**config.mk**
```make
export PLATFORM = sky130hd
export DESIGN_NAME = alu_sequencer
export DESIGN_NICKNAME = d
export VERILOG_FILES = /design/src/rtl/alu_sequencer.sv
export SDC_FILE = /design/constraint.sdc
export NUM_CORES = 1
export LEC_CHECK = 0
export ABC_AREA = 1
export CAP_MARGIN = 20
export CELL_PAD_IN_SITES_DETAIL_PLACEMENT = 0
export CELL_PAD_IN_SITES_GLOBAL_PLACEMENT = 1
export CORE_ASPECT_RATIO = 0.7
export CORE_MARGIN = 5
export CORE_UTILIZATION = 30
export DETAILED_ROUTE_END_ITERATION = 8
export GPL_TIMING_DRIVEN = 0
export PLACE_DENSITY = 0.95
export SLEW_MARGIN = 20
export SYNTH_ARGS = -nofsm -noshare
export SYNTH_HDL_FRONTEND = slang
export SYNTH_SLANG_ARGS = --single-unit
```
**constraint.sdc**
```tcl
create_clock -name clk -period 2.42 [get_ports clk]
set_input_delay 0.605 -clock clk [delete_from_list [all_inputs] [get_ports clk]]
set_output_delay 0.605 -clock clk [all_outputs]
set_load 0.01 [all_outputs]
```
**src/rtl/alu_sequencer.sv**
```systemverilog
// ----------------------------------------------------------------------------
// alu_sequencer
//
// Sequences single operations through an external combinational ALU. A command
// is accepted in IDLE and its operands, carry-in and mode are registered onto
// the alu_* outputs. The ALU then has one full ISSUE cycle to settle, after
// which its result, carry-out and overflow are captured into rsp_* and acc.
// The response is held in RESP until the consumer takes it.
//
// Parameters:
//   n  operand/result width in bits
//   m  ALU mode-select width in bits
//
// Ports:
//   clk, rst          single clock; synchronous active-high reset
//   cmd_valid/ready   command handshake (ready only in IDLE)
//   cmd_mode/a/b/cin  command payload
//   cmd_use_acc       take operand A from acc (only with ACC_OPERAND_EN)
//   alu_a/b/cin/mode  registered ALU inputs, stable until the next command
//   alu_y/cout/overflow  combinational ALU result
//   rsp_valid/ready   response handshake (valid only in RESP)
//   rsp_y/cout/overflow  captured result, held until the next ISSUE
//   acc               last captured result
//   op_count          completed responses, saturating at all-ones
//
// Build option:
//   ACC_OPERAND_EN  when defined, cmd_use_acc=1 at acceptance loads alu_a
//                   from acc, allowing chained operations. When undefined,
//                   cmd_use_acc is ignored and alu_a always loads cmd_a.
// ----------------------------------------------------------------------------
module alu_sequencer #(
    parameter int unsigned n = 16,
    parameter int unsigned m = 4
) (
    input  logic         clk,
    input  logic         rst,
    input  logic         cmd_valid,
    output logic         cmd_ready,
    input  logic [m-1:0] cmd_mode,
    input  logic [n-1:0] cmd_a,
    input  logic [n-1:0] cmd_b,
    input  logic         cmd_cin,
    input  logic         cmd_use_acc,
    output logic [n-1:0] alu_a,
    output logic [n-1:0] alu_b,
    output logic         alu_cin,
    output logic [m-1:0] alu_mode,
    input  logic [n-1:0] alu_y,
    input  logic         alu_cout,
    input  logic         alu_overflow,
    output logic         rsp_valid,
    input  logic         rsp_ready,
    output logic [n-1:0] rsp_y,
    output logic         rsp_cout,
    output logic         rsp_overflow,
    output logic [n-1:0] acc,
    output logic [15:0]  op_count
);

    typedef enum logic [1:0] {
        StIdle  = 2'd0,
        StIssue = 2'd1,
        StResp  = 2'd2
    } state_e;

    localparam logic [15:0] CountMax = 16'hFFFF;

    state_e         state_q, state_d;
    logic [n-1:0]   alu_a_q, alu_a_d;
    logic [n-1:0]   alu_b_q, alu_b_d;
    logic           alu_cin_q, alu_cin_d;
    logic [m-1:0]   alu_mode_q, alu_mode_d;
    logic [n-1:0]   rsp_y_q, rsp_y_d;
    logic           rsp_cout_q, rsp_cout_d;
    logic           rsp_ovf_q, rsp_ovf_d;
    logic [n-1:0]   acc_q, acc_d;
    logic [15:0]    op_count_q, op_count_d;
    logic [n-1:0]   operand_a;

    // Operand A source selection at acceptance time.
`ifdef ACC_OPERAND_EN
    assign operand_a = cmd_use_acc ? acc_q : cmd_a;
`else
    logic unused_use_acc;
    assign unused_use_acc = cmd_use_acc;
    assign operand_a      = cmd_a;
`endif

    // Next-state and datapath updates; every register holds by default.
    always_comb begin
        state_d    = state_q;
        alu_a_d    = alu_a_q;
        alu_b_d    = alu_b_q;
        alu_cin_d  = alu_cin_q;
        alu_mode_d = alu_mode_q;
        rsp_y_d    = rsp_y_q;
        rsp_cout_d = rsp_cout_q;
        rsp_ovf_d  = rsp_ovf_q;
        acc_d      = acc_q;
        op_count_d = op_count_q;

        unique case (state_q)
            StIdle: begin
                if (cmd_valid) begin
                    alu_a_d    = operand_a;
                    alu_b_d    = cmd_b;
                    alu_cin_d  = cmd_cin;
                    alu_mode_d = cmd_mode;
                    state_d    = StIssue;
                end
            end
            StIssue: begin
                // ALU inputs have been stable for a full cycle; capture.
                rsp_y_d    = alu_y;
                rsp_cout_d = alu_cout;
                rsp_ovf_d  = alu_overflow;
                acc_d      = alu_y;
                state_d    = StResp;
            end
            StResp: begin
                if (rsp_ready) begin
                    if (op_count_q != CountMax) begin
                        op_count_d = op_count_q + 16'd1;
                    end
                    state_d = StIdle;
                end
            end
            default: begin
                state_d = StIdle;
            end
        endcase
    end

    always_ff @(posedge clk) begin
        if (rst) begin
            state_q    <= StIdle;
            alu_a_q    <= '0;
            alu_b_q    <= '0;
            alu_cin_q  <= 1'b0;
            alu_mode_q <= '0;
            rsp_y_q    <= '0;
            rsp_cout_q <= 1'b0;
            rsp_ovf_q  <= 1'b0;
            acc_q      <= '0;
            op_count_q <= '0;
        end else begin
            state_q    <= state_d;
            alu_a_q    <= alu_a_d;
            alu_b_q    <= alu_b_d;
            alu_cin_q  <= alu_cin_d;
            alu_mode_q <= alu_mode_d;
            rsp_y_q    <= rsp_y_d;
            rsp_cout_q <= rsp_cout_d;
            rsp_ovf_q  <= rsp_ovf_d;
            acc_q      <= acc_d;
            op_count_q <= op_count_d;
        end
    end

    // Handshake flags are pure decodes of the registered state.
    assign cmd_ready    = (state_q == StIdle);
    assign rsp_valid    = (state_q == StResp);

    assign alu_a        = alu_a_q;
    assign alu_b        = alu_b_q;
    assign alu_cin      = alu_cin_q;
    assign alu_mode     = alu_mode_q;
    assign rsp_y        = rsp_y_q;
    assign rsp_cout     = rsp_cout_q;
    assign rsp_overflow = rsp_ovf_q;
    assign acc          = acc_q;
    assign op_count     = op_count_q;

endmodule

```
# Word-level counts from Yosys, hierarchy flattened
# Cells that the tools add are included.
totals:
  reg_bits: 73
  inputBits: 60
  output_inout_bits: 89
  wordCells: 22
classes:
  n_addsub: 1
  n_eq_ne: 5
  n_mux: 3
  n_reduce_logical: 4
ops:
  columns: ["op", "count"]
  rows:
  - ["$add 16x1->16 const B", 1]
  - ["$ne 16x16->1 const B", 1]
  - ["$pmux 2 s3", 1]
  - ["$mux 2", 2]
  - ["$reduce_and 2->1", 2]
  - ["$reduce_and 3->1", 1]
  - ["$eq 2x1->1 const B", 1]
  - ["$eq 2x2->1 const B", 1]
  - ["$logic_not 2->1", 1]
  - ["$ne 2x1->1 const B", 1]
  - ["$ne 2x2->1 const B", 1]

# Depth between registers and ports, before layout
# Gate-level depths: netlist of run 1.
depth:
  ltp_word: 3
  depth_mapped: 9
  ltp_nobuf: 9

# Least setup slack after synthesis of run 1
# Ideal clock, no wire load.
synth_timing:
  kind: "reg-to-reg"
  start: "register op_count_q[1], in the netlist op_count[1]"
  end: "register op_count_q[13], in the netlist op_count[13]"
  setup_time_ns: 0.115
  arrival_ns: 1.282
  required_time_ns: 2.305
  setup_slack_ns: 1.023
  path_stages_with_launch: 8
  n_path_buf: 1
  synth_period_minus_slack_ns: 1.397
  path_cell_list: "dfxtp_1 ha_1 nand3_2 nor2_4 nand3_2 buf_6 a21oi_1 nor2_1"
synth_between:
  elab_chain_len: 2
  elab_cells_between_ends: 3
  cone_classes: "add/sub (1); eq/ne (1); reduce/logical (1)"
synth_lines:
  columns: ["element", "line", "rtl"]
  rows:
  - ["start, declared", "77", "logic [15:0] op_count_q, op_count_d;"]
  - ["start signal, assigned", "156", "op_count_q <= op_count_d;"]
  - ["branches (longest 2 deep; another with $add 16x1->16)", null, null]
# Parallel ways; which one is timed is not known.
# A chain may end at the register's enable or synchronous reset.

# Worst setup path after layout of run 1
layout_timing:
  start: "register state_q[1]"
  end: "output rsp_valid"
layout_between:
  elab_chain_len: 1
layout_lines:
  columns: ["element", "line", "rtl"]
  rows:
  - ["start, declared", "68", "state_e state_q, state_d;"]
  - ["start signal, assigned", "136", "state_q <= StIdle;"]
  - ["start signal, assigned", "147", "state_q <= state_d;"]
  - ["$eq 2x2->1", "162", "assign rsp_valid = (state_q == StResp);"]
  - ["end, declared", "51", "output logic rsp_valid,"]
# No other way between the ends.

==> results of run 1 <==
## power groups by stage
stage	sequential (mW)	combinational, mW	clock [mW]
5_1_grt	1.34	0.622	1.45
6_report	1.33	0.566	1.34
2_1_floorplan	1.39	0.192	0
3_3_place_gp	1.35	0.564	0
3_5_place_dp	1.36	0.571	0
4_1_cts	1.34	0.575	1.38
## sequential cells by signal (all words and copies together), names as in the netlist
signal / cells
rsp_overflow: 1
alu_b: 16
op_count: 16
rsp_cout: 1
alu_mode: 4
state_q: 2
acc: 16
alu_a: 16
alu_cin: 1
## through the flow
stage	hold WS, ns	instances	cell area, um2	total power [mW]	setup slack (ns)
after floorplan	0.5104	430	3090	1.581	1.023
after CTS	0.4888	725	5034	3.290	0.3268
after global placement	0.4622	709	4727	1.919	0.2892
after global routing	0.5056	725	5034	3.413	0.2576
after detailed placement	0.4762	709	4727	1.931	0.2295
final	0.4835	725	5034	3.243	0.3554
## cells in the final DEF, fill, tap and decap left out, drive strengths merged
| cell type | instances |
|---|---|
| nor2 | 161 |
| clkdlybuf4s50 | 147 |
| dfxtp | 73 |
| o21ai | 58 |
| nand2 | 51 |
| buf | 26 |
| inv | 21 |
| clkbuf | 18 |
| nand3 | 15 |
| a21oi | 10 |
| clkinv | 4 |
| nand4 | 3 |
| clkinvlp | 2 |
| a31oi | 1 |
| o21a | 1 |
| ha | 1 |
| bufinv | 1 |
## routing by layer
layer	up-vias	wire length (um)	GRT usage (%)
li1	1652	-	-
met1	1450	4558	20.62
met2	115	4358	24.16
met3	9	747	5.911
met4	0	121	5.051
met5	-	0	0
## worst paths after layout
kind / startpoint / end / slack, ns / cells after the start
worst max-delay path: state_q[1] / rsp_valid / 0.36 / 3
worst min-delay path: alu_a[13] / alu_a[13] / 0.48 / 2
worst max register to register: op_count[0] / op_count[14] / 0.89 / 8
worst min register to register: alu_a[13] / alu_a[13] / 0.48 / 2
## cell type report
cell class | count | area share [%]
multi-input combinational | 301 | 26.50
inverter | 22 | 1.665
buffer | 34 | 4.201
timing repair buffer | 147 | 29.23
tap | 132 | 3.281
sequential | 73 | 29.03
clock buffer | 10 | 4.748
clock inverter | 6 | 1.342
## worst max-delay path, delay by kind of cell, from the launching register on
kind                   cells  cell delay, ns
buffers and inverters      2            0.62
flip-flops                 1            0.42
AND/OR/NAND/NOR            1            0.10
## logic make-up (layout without fill, tap and decap cells)
kind of cell	Yosys count	count (layout)	share of synthesized area [%]
and+or+nand+nor	230	230	31.30
buffers and inverters	56	219	9.555
DFF	73	73	47.29
AOI/OAI and AO/OA	70	70	11.46
adders and majority gates	1	1	0.4048
==> metrics.cfg, run 1 <==
[route]
via_per_inst=4.450
wl_um=9786
drtAntennaViolNets=0
drc=0
via_count=3226
wl_per_cell_um=13.50
first_pass_iters=4
drtIter0Drc=142

[yosys]
synthesis.nets=491
ys_seq_area_share_pct=47.29
yosys-top-cells-area=dfxtp_1 (47%), nor2_1 (19%), o21ai_0 (8.6%), nand2_1 (5.5%), buf_4 (4.4%)
synthDominantCellAreaShare_pct=47.29
yosys.area.top_type=dfxtp_1
postSynthAreaPerCell_um2=7.187
ys_ff_latch=73
synth_area_mm2=0.003090
yosys_warnings=0
synthFlopType=dfxtp_1
yosys-top-cells-count=nor2_1 (153), dfxtp_1 (73), o21ai_0 (53)
synth.most_common_cell=nor2_1
synth-edff-count=0
async_reset_ff_share_pct=0
synth_cells=430
synth_cell_type_count=23

[pwr]
switchingPower_uw=803.6
p_int_mw=2.440
p_seq_share_pct=41.1
pwr_density_cell_mw_per_mm2=644.4
ir_drop_uv=279.4
swShare_pct=24.78
leakage_nw=1.996
combPwrFrac_pct=17.4
power.share.clock_pct=41.4

[timing]
fin_tns_setup_ns=0
finalCritPeriodShare_pct=85.31
final.setup_skew_ns=0.009617
period_needed_ns=2.065
finalMaxSlewViolations=0
setup_viol=0
maxSlewHeadroom_pct=70.57
rsz0062_at_grt=no
hold_violations=0
clock.fmax_mhz=484.4
worst_pin_slew_ns=0.4414

[setup_path]
worstSetupEndpointType=primary output
cp-start-kind=flip-flop
arrival_ns=1.46
path_cells=nand2_1 -> inv_1 -> clkdlybuf4s50_1
worst_ep_required_time_ns=1.81
slowest_stage=clkdlybuf4s50_1
crit_path_max_incr_delay_ns=0.56
crit_fanout=4
criticalPathCategory=flip-flop to primary output

[floorplan]
dieArea_mm2=0.01246
core_area_mm2=0.01020
dieHeight_um=94.92
ios=149
rows=31
fp.dieW_um=131.3
start_util_pct=30.30

[clock_network]
cts_hold_repair.buffers=0
cts_num_sinks=73
cts_htree_levels=3
clk_pin_slew_worst_paths_ns=0.05
cts_root_buf=clkbuf_16
clk_latency_ns=0.33
clockBufferDepth=2
cts_tree=yes
post_cts_resized=0
cts_buffers=9
cts_setup_buffers=0

[final_layout]
multi_input_area_mm2=0.001334
nets=649
nFillCells=980
num_antenna_cells=0
drive_gt1_share_pct=11.47
area_growth_pct=62.87
regArea_mm2=0.001461
final_util_pct=49.34

[worst_hold_path]
hold_class=flip-flop to flip-flop

[grt]
antenna_found_initial=0
grt_pass1_vias=3222
grt_usage_pct=15.75
grt_pass1_wl_um=16040
overflow=0
grt_max_degree=14

[run_status]
status=complete, no violations

[place]
portBuffers=147
place_congestion=0.8643
dpl.hpwl_um=7497

[flow_run]
maxCapViolCount=0

Note: power is estimated with default switching activity, not from simulation.
==> run 2, diff against run 1 <==
- ABC_AREA: 1 -> not set
- GPL_TIMING_DRIVEN: 0 -> not set
==> metrics.cfg, run 2 <==
[clock_network]
cts_root_buf=clkbuf_16
cts_tree=yes
cts_num_sinks=73
clockBufferDepth=2
cts_hold_repair.buffers=0
cts_htree_levels=3
cts_setup_buffers=0
post_cts_resized=0
clk_pin_slew_worst_paths_ns=0.05
clk_latency_ns=0.32
cts_buffers=9

[yosys]
synth_area_mm2=0.002934
synth.most_common_cell=nand2_1
synth-edff-count=0
yosys-top-cells-area=dfxtp_1 (50%), nand2_1 (15%), a21oi_1 (11%), buf_4 (4.1%), clkbuf_1 (1.9%)
ys_ff_latch=73
synthFlopType=dfxtp_1
postSynthAreaPerCell_um2=8.061
yosys.area.top_type=dfxtp_1
synth_cell_type_count=38
yosys-top-cells-count=nand2_1 (116), dfxtp_1 (73), a21oi_1 (67)
synth_cells=364
async_reset_ff_share_pct=0
yosys_warnings=0
ys_seq_area_share_pct=49.81
synthDominantCellAreaShare_pct=49.81
synthesis.nets=425

[route]
wl_per_cell_um=13.61
drtIter0Drc=96
via_per_inst=4.688
drc=0
wl_um=8521
drtAntennaViolNets=0
via_count=2935
first_pass_iters=5

[setup_path]
criticalPathCategory=flip-flop to primary output
path_cells=nor2_1 -> clkdlybuf4s50_1
worst_ep_required_time_ns=1.81
worstSetupEndpointType=primary output
slowest_stage=clkdlybuf4s50_1
crit_path_max_incr_delay_ns=0.59
crit_fanout=7
arrival_ns=1.51
cp-start-kind=flip-flop

[pwr]
ir_drop_uv=435.3
pwr_density_cell_mw_per_mm2=618.3
leakage_nw=1.678
power_mw=2.898

[grt]
grt_pass1_wl_um=13230
grt_usage_pct=14.12
grt_max_degree=32
antenna_found_initial=0
overflow=0
grt_pass1_vias=2732

[place]
dpl.hpwl_um=6315
portBuffers=147
place_congestion=0.7826

[floorplan]
dieHeight_um=92.74
rows=30
dieArea_mm2=0.01189
core_area_mm2=0.009609
start_util_pct=30.53
ios=149
fp.dieW_um=128.2

[timing]
fin_tns_setup_ns=0
finalCritPeriodShare_pct=87.51
worst_pin_slew_ns=0.7285
hold_violations=0
final.setup_skew_ns=0.003171
rsz0062_at_grt=no
finalMaxSlewViolations=0
maxSlewHeadroom_pct=51.43
period_needed_ns=2.118
setup_viol=0
clock.fmax_mhz=472.2

[final_layout]
nets=555
num_antenna_cells=0
drive_gt1_share_pct=6.827
layout_common_cells=clkdlybuf4s50_1 (146), nand2_1 (116), dfxtp_1 (73)
mostFrequentLayoutCell=clkdlybuf4s50_1
nFillCells=942
area_growth_pct=59.74

[flow_run]
maxCapViolCount=0

[run_status]
status=complete, no violations

[worst_hold_path]
hold_class=flip-flop to flip-flop

-- run 2: critical path, delay by kind of cell (launching register included) --
family	cells	cell delay (ns)
buffers and inverters	1	0.59
AND/OR/NAND/NOR	1	0.25
flip-flops	1	0.35
-- run 2: cell type report --
| class | instances | area, um2 | share of cell area (%) |
|---|---|---|---|
| clock buffers | 11 | 242.7 | 5.179 |
| clock inverters | 4 | 20.02 | 0.4271 |
| inverters | 2 | 7.507 | 0.1602 |
| multi-input cells | 252 | 1261 | 26.91 |
| flip-flops and latches | 73 | 1461 | 31.18 |
| well taps | 128 | 160.2 | 3.417 |
| repair buffers | 156 | 1534 | 32.73 |
-- run 2: path summary, 6_finish.rpt --
kind                     from           to  slack [ns]  depth (start not counted)
setup / recovery   state_q[1]    cmd_ready        0.30                          2
hold / removal      alu_b[13]    alu_b[13]        0.45                          2
setup reg to reg  op_count[1]  op_count[0]        0.38                          5
hold reg to reg     alu_b[13]    alu_b[13]        0.45                          2
-- run 2: routing by layer --
layer | global-route usage (%) | routed length, um | vias up
met3 | 7.262 | 953 | 10
li1 | - | - | 1465
met4 | 5.300 | 116 | 0
met2 | 22.57 | 3834 | 110
met5 | 0 | 0 | -
met1 | 16.04 | 3617 | 1350
-- run 2: cells by family (layout without fill, tap and decap cells) --
| group | Yosys count | after routing | share of synthesized area, % |
|---|---|---|---|
| AND/OR/NAND/NOR | 167 | 167 | 26.70 |
| AO/OA/AOI/OAI | 80 | 80 | 14.37 |
| flip-flops | 73 | 73 | 49.81 |
| buffers and inverters | 39 | 173 | 7.207 |
| multiplexers | 4 | 4 | 1.492 |
| adder cells (fa/ha/maj) | 1 | 1 | 0.4264 |
-- run 2: where the power goes --
group | total [mW] | internal [mW] | switching [mW]
sequential | 1.29 | 1.26 | 0.0336
combinational | 0.426 | 0.243 | 0.183
clock | 1.18 | 0.708 | 0.471
-- run 2: per-stage QoR --
| step | cell area [um2] | cells | hold slack [ns] | worst slack, ns | utilization, % |
|---|---|---|---|---|---|
| floorplan | 2934 | 364 | 0.4805 | 0.5869 | - |
| global placement | 4424 | 611 | 0.4409 | 0.1215 | 46.04 |
| detailed placement | 4424 | 611 | 0.4476 | 0.07687 | 46.04 |
| CTS | 4687 | 626 | 0.4536 | 0.2486 | 48.78 |
| global route | 4687 | 626 | 0.4677 | 0.1638 | 48.78 |
| finish | 4687 | 626 | 0.4502 | 0.3021 | 48.78 |
==> run 3, diff against run 2 <==
- CORE_UTILIZATION: 30 -> 28
- PLACE_DENSITY: 0.95 -> 0.91
- clock period: 2.42 -> 2.1 ns (I/O delays scaled with it)
==> metrics.cfg, run 3 (synthesis results as in run 2) <==
[run_status]
status=complete, no violations

[timing]
final.setup_skew_ns=0.004263
period_needed_ns=1.966
setup_viol=0
maxSlewHeadroom_pct=53.05
finalCritPeriodShare_pct=93.60
finalMaxSlewViolations=0
rsz0062_at_grt=no
hold_violations=0
worst_pin_slew_ns=0.7043
clock.fmax_mhz=508.8

[grt]
grt_max_degree=39
grt_pass1_vias=2796
grt_pass1_wl_um=13280
overflow=0
antenna_found_initial=0
grt_usage_pct=13.03

[place]
dpl.hpwl_um=6419
place_congestion=0.7415
portBuffers=147
dpl.cell_count=622

[floorplan]
dieArea_mm2=0.01266
fp.dieW_um=132.4
core_area_mm2=0.01028
dieHeight_um=95.65
ios=149
rows=31
start_util_pct=28.55

[clock_network]
cts_root_buf=clkbuf_16
cts_htree_levels=3
cts_num_sinks=73
cts_hold_repair.buffers=0
cts_tree=yes
clk_latency_ns=0.32
clk_pin_slew_worst_paths_ns=0.06
clockBufferDepth=2
cts_buffers=9

[final_layout]
drive_gt1_share_pct=8.300
final_cells=638
nets=562
nFillCells=983
area_growth_pct=62.73
mostFrequentLayoutCell=clkdlybuf4s50_1
layout_common_cells=clkdlybuf4s50_1 (145), nand2_1 (116), dfxtp_1 (73)
final_util_pct=46.45
num_antenna_cells=0

[worst_hold_path]
whs_endpoint=alu_b[15]
hp-start=alu_b[15]
hold_class=flip-flop to flip-flop
min_path_cells=2

[pwr]
swShare_pct=23.35
ir_drop_uv=465.9
combPwrFrac_pct=14.7
pwr_density_cell_mw_per_mm2=709.6
p_int_mw=2.597
leakage_nw=1.740
switchingPower_uw=791.1
p_seq_share_pct=44.0
power.share.clock_pct=41.3
power_mw=3.388

[setup_path]
worst_ep_required_time_ns=1.57
r2r_slack_ns=0.33
r2r_start=op_count[0]
regToRegEndpoint=op_count[10]
worstSetupEndpointType=primary output
criticalPathCategory=flip-flop to primary output
crit_fanout=7
reg2regPathDepth=5
arrival_ns=1.44
cp-start-kind=flip-flop

[route]
drtAntennaViolNets=0
first_pass_iters=4
via_per_inst=4.616
drc=0
wl_per_cell_um=13.55
wl_um=8646
drtIter0Drc=69
via_count=2945

[flow_run]
maxCapViolCount=0

run 3: cell type report:
cell class / count / area, um2 / share of cell area, %
clock buffer: 13 / 260.3 / 5.451
clock inverter: 3 / 15.01 / 0.3145
inverter: 2 / 7.507 / 0.1572
multi-input combinational: 252 / 1264 / 26.47
sequential: 73 / 1461 / 30.61
tap: 132 / 165.2 / 3.459
timing repair buffer: 163 / 1602 / 33.54
run 3: worst max-delay path: stages, from the launching register on:
cell and delay (ns):
dfxtp_1 0.35, nor2_2 0.19, clkdlybuf4s50_1 0.58
run 3: power by group through the flow:
stage	Clock, mW	Combinational [mW]	Sequential, mW
3_3_place_gp	0	0.499	1.52
3_5_place_dp	0	0.506	1.52
6_report	1.40	0.498	1.49
4_1_cts	1.46	0.508	1.49
2_1_floorplan	0	0.173	1.55
5_1_grt	1.52	0.542	1.50
run 3: stage by stage:
step	TNS (ns)	area [um2]	setup slack [ns]	hold WS, ns
2_1_floorplan	0	2934	0.2669	0.4805
3_3_place_gp	-0.09927	4494	-0.04511	0.4415
3_5_place_dp	-0.4704	4494	-0.1161	0.4457
4_1_cts	0	4770	0.0002399	0.4533
5_1_grt	0	4775	0.04648	0.4804
6_report	0	4775	0.1344	0.4517
run 3: layer usage:
metal	routed length [um]	part of all wire, %	vias up	GRT usage (%)
li1	-	-	1480	-
met5	0	0	-	0
met4	48	0.56	0	3.644
met2	3934	46	103	20.94
met3	1034	12	5	8.070
met1	3630	42	1357	14.59
run 3: what timing repair did:
| action | 4_1_cts | 5_1_grt |
|---|---|---|
| endpoints found under the setup margin | 0 | 2 |
| gates resized for setup | 0 | 2 |
| buffers inserted | 0 | 0 |
run 3: worst max path at each step:
stage,endpoint,from,cells after the start,slack [ns]
global route,cmd_ready,state_q[1],2,0.05
CTS,cmd_ready,state_q[1],2,0.0002
detailed placement,op_count[15],rsp_ready,5,-0.12
global placement,op_count[10],rsp_ready,5,-0.05
finish,cmd_ready,state_q[1],2,0.13
floorplan,op_count[10],op_count[0],5,0.27
==> edit 1: new RTL, settings of run 2 <==
Add a define of `ACC_OPERAND_EN`.
--- a/src/rtl/alu_sequencer.sv
+++ b/src/rtl/alu_sequencer.sv
@@ -29,4 +29,6 @@
 //                   cmd_use_acc is ignored and alu_a always loads cmd_a.
 // ----------------------------------------------------------------------------
+`define ACC_OPERAND_EN
+
 module alu_sequencer #(
     parameter int unsigned n = 16,
Behaviour: not the same (Yosys sat finds a counterexample within 4 cycles, from zero or initial values and one cycle with rst high).
==> edit 1 against run 2 <==
Register-to-register slack better by 0.13 ns. Synthesized cell count increased by 0.27%. Setup slack better by 0.022 ns. Critical path depth is the same. Sequential cell count stayed put. Clock skew grew 0.0013 ns. Combinational power up 13%. Routed wire length increased by 11%. Design area rose by 3.1%. Power increased by 4.1%. Synthesized area rose by 3.5%. Critical endpoint is now rsp_valid. Largest power group unchanged.
==> edit 1: results <==
run_status:
  outcome: "finished, final reports clean"
placed_design:
  portBuffers: 148
  place_ws_ns: 0.0420
  dp_hpwl_um: 7080
  placed_area_sq_um: 4560
  gp_congestion: 0.780
clocking:
  cts-htree-levels: 3
  cts.clk_slew.worst_paths_ns: 0.05
  cts_root_buffer: "clkbuf_16"
  cts.repair.resized: 0
  numCtsBuffers: 9
  cts_setup_buffers: 0
  insertion_delay_ns: 0.33
  cts_buffer_depth: 2
hold_path:
  hp-class: "reg -> reg"
  hold_path_depth: 2
finish:
  final_nets: 555
  diodes: 0
  drive_above_1_share_pct: 5.61
synth:
  ys_top_cells_by_count: "82 x nand2_1, 73 x dfxtp_1, 53 x a21oi_1, 23 x nor2_1, 19 x clkbuf_1"
  async_reset_ff_share_pct: 0
  yosys_warnings: 0
  synth_cell_types: 32
  syn_nets: 426
  yosysSeqAreaShare_pct: 48.1
  ys_top_cells_by_area: "dfxtp_1 48%, nand2_1 10%, a21oi_1 8.7%"
routing:
  wl_um: 9490
  drt_iter0_drc: 152
  viasPerCell: 4.85
  drt-pass1-iter-count: 4
worst_setup_path:
  crit_path_max_fanout: 6
  r2r_setup_slack_ns: 0.51
  crit_family: "buffers and inverters"
  critical_path.max_stage_delay_ns: 0.59
  ff2ff_path_depth: 5
  cp_slowest_cell: "clkdlybuf4s50_1"
  arrival_ns: 1.49
sta:
  max_slew_margin_pct: 51.8
  fin_skew_ns: 0.00447
  setup_ws_ns: 0.324
power_and_ir_drop:
  peakVddDrop_mv: 0.315
  leakagePower_nw: 1.71
global_route:
  grt_pass1_wl_um: 15300
  grt_pass1_vias: 3023
  grt_max_degree: 44
  antenna_found_initial: 0
  track_usage_pct: 15.8
[edit 1: layout make-up]
type                            instances  area, sq um
Clock buffer                           14          264
Clock inverter                          2         12.5
Fill cell                             929         4960
Inverter                                4         15.0
Multi-Input combinational cell        250         1360
Sequential cell                        73         1460
Tap cell                              128          160
Timing Repair Buffer                  156         1560
[edit 1: path summary, 6_finish.rpt]
check	start	endpoint
setup reg to reg	op_count[0]	op_count[2]
hold / removal	alu_b[7]	alu_b[7]
hold reg to reg	alu_b[7]	alu_b[7]
setup / recovery	state_q[1]	rsp_valid
[edit 1: cell families after synthesis]
group	count (synthesis)	synth area share (%)
AOI/OAI and AO/OA	83	15.8
buffers and inverters	42	7.21
adders and majority gates	1	0.412
DFF	73	48.1
muxes	17	5.60
and+or+nand+nor	149	22.8
[edit 1: worst min-delay path, delay by kind of cell, from the launching register on]
| family | cells | cell delay (ns) |
|---|---|---|
| DFF | 1 | 0.30 |
| AOI/OAI and AO/OA | 1 | 0.05 |
| and+or+nand+nor | 1 | 0.05 |
[edit 1: metrics by stage]
| step | instances | hold slack, ns | util (%) |
|---|---|---|---|
| floorplan | 365 | 0.481 | - |
| global placement | 611 | 0.441 | 46.5 |
| detailed placement | 611 | 0.446 | 46.5 |
| CTS | 627 | 0.454 | 49.3 |
| global route | 627 | 0.477 | 49.3 |
| finish | 627 | 0.452 | 49.3 |
[edit 1: power breakdown]
part           internal, mW  switching (mW)  leakage, nW
registers              1.27          0.0412        0.597
logic                 0.274           0.208        0.982
clock network         0.749           0.476        0.133
[edit 1: metal layers]
metal / wire (um) / up-vias / global-route usage, %
met5: 0 / - / 0
met4: 88 / 0 / 4.15
met3: 896 / 11 / 7.39
met2: 4480 / 97 / 25.5
met1: 4020 / 1426 / 19.0
li1: - / 1507 / -
==> edit 2: new RTL, settings of run 2 <==
Without the edit above. Register the output `rsp_overflow` once more, with the module's reset; this adds one clock of latency there. The other outputs are not delayed to match.
--- a/src/rtl/alu_sequencer.sv
+++ b/src/rtl/alu_sequencer.sv
@@ -168,5 +168,11 @@
     assign rsp_y        = rsp_y_q;
     assign rsp_cout     = rsp_cout_q;
-    assign rsp_overflow = rsp_ovf_q;
+    always_ff @(posedge clk) begin
+        if (rst) begin
+            rsp_overflow <= '0;
+        end else begin
+            rsp_overflow <= rsp_ovf_q;
+        end
+    end
     assign acc          = acc_q;
     assign op_count     = op_count_q;
Function: changed (Yosys sat finds a counterexample within 4 cycles, from zero or initial values and one cycle with rst high).
==> edit 2 against run 2 <==
Setup slack worse by 0.022 ns. Routed wire length increased by 5.6%. Hold slack improved by 0.00066 ns. Cell count up 0.48%. Sequential share of layout area decreased by 0.28 points. Synthesized cell count rose by 0.55%. Design area rose by 2.3%. Power is 9.3% higher. First-iteration DRC count is 65% higher. Sequential cell count grew 1. Synthesized area is 1.1% higher. Count of clock-buffer cells in the layout down 1. Clock skew is 0.0030 ns higher. Critical endpoint is now rsp_valid.
==> edit 2: results <==
run_status:
  outcome: "finished, final reports clean"
hold_path:
  worst_hold_path.endpoint: "alu_b[3]"
  min_from: "alu_b[3]"
clocking:
  cts_buffer_depth: 2
worst_setup_path:
  arrival_ns: 1.54
  r2r_setup_slack_ns: 0.48
  r2r-end: "op_count[10]"
routing:
  drt_iter0_drc: 158
  num_vias: 2965
  wire_per_inst_um: 14.3
  drt-pass1-iter-count: 4
synth:
  syn_nets: 427
  synthMuxAreaShare_pct: 1.48
  yosysSeqAreaShare_pct: 49.9
  ys_top_cells_by_count: "116 x nand2_1, 74 x dfxtp_1, 67 x a21oi_1, 16 x buf_4, 15 x clkbuf_1"
  synth-adder-area-share_pct: 0.422
  synth_compound_area_share_pct: 14.2
  ys_top_cells_by_area: "dfxtp_1 50%, nand2_1 15%, a21oi_1 11%"
  syn-instance-count: 366
global_route:
  met1_usage_pct: 18.3
  track_usage_pct: 14.8
  grt_max_degree: 34
  met3_usage_pct: 7.76
  grt_pass1_wl_um: 14100
  grt_use_met2_pct: 22.2
  grt_pass1_vias: 2760
power_and_ir_drop:
  leakagePower_nw: 1.73
  swShare_pct: 22.7
  peakVddDrop_mv: 0.448
finish:
  fillers: 916
  drive_above_1_share_pct: 7.19
  final_nets: 557
placed_design:
  gp_congestion: 0.773
  dp_hpwl_um: 6650
  placed_area_sq_um: 4480
sta:
  worstMarginPinSlew_ns: 0.746
  fin_skew_ns: 0.00614
[edit 2: changes by cell type in the layout (fill, tap and decap cells not counted)]
cell,before,now
clkbuf_1,1,0
nor2b_1,4,5
dfxtp_1,73,74
buf_4,9,7
buf_12,0,2
bufinv_16,0,2
[edit 2: worst max-delay path, cell delays in order, from the launching register on]
cell and delay, ns:
dfxtp_1 0.41, nor2b_1 0.21, clkdlybuf4s50_1 0.59
[edit 2: metal layers]
layer	vias to the layer above	routed length, um
met5	-	0
met4	0	146
met3	14	931
met2	113	3990
met1	1361	3920
li1	1477	-
[edit 2: power by group through the flow]
stage                     combinational [mW]  sequential (mW)  clock, mW
after floorplan                        0.151             1.36          0
after global placement                 0.435             1.33          0
after detailed placement               0.441             1.34          0
after CTS                              0.443             1.31       1.47
after global routing                   0.474             1.32       1.52
final                                  0.436             1.31       1.42
[edit 2: worst max-delay path by stage]
stage,start,end,slack (ns),cells past startpoint
5_1_grt,state_q[1],cmd_ready,0.18,2
4_1_cts,state_q[1],rsp_valid,0.25,2
2_1_floorplan,op_count[0],op_count[10],0.59,5
3_5_place_dp,rsp_ready,op_count[15],0.07,5
3_3_place_gp,rsp_ready,op_count[10],0.14,5
6_report,state_q[1],rsp_valid,0.28,2
[edit 2: metrics by stage]
stage / util (%) / hold slack [ns] / worst slack (ns)
after floorplan: - / 0.432 / 0.587
after global placement: 46.2 / 0.437 / 0.141
after detailed placement: 46.2 / 0.446 / 0.0691
after CTS: 49.5 / 0.454 / 0.249
after global routing: 49.5 / 0.468 / 0.176
final: 49.5 / 0.451 / 0.280
[edit 2: layout make-up]
class,count,area share [%]
repair buffers,156,32.5
flip-flops and latches,74,30.9
multi-input cells,253,26.4
clock buffers,10,4.98
well taps,128,3.34
clock inverters,6,1.67
inverters,2,0.157
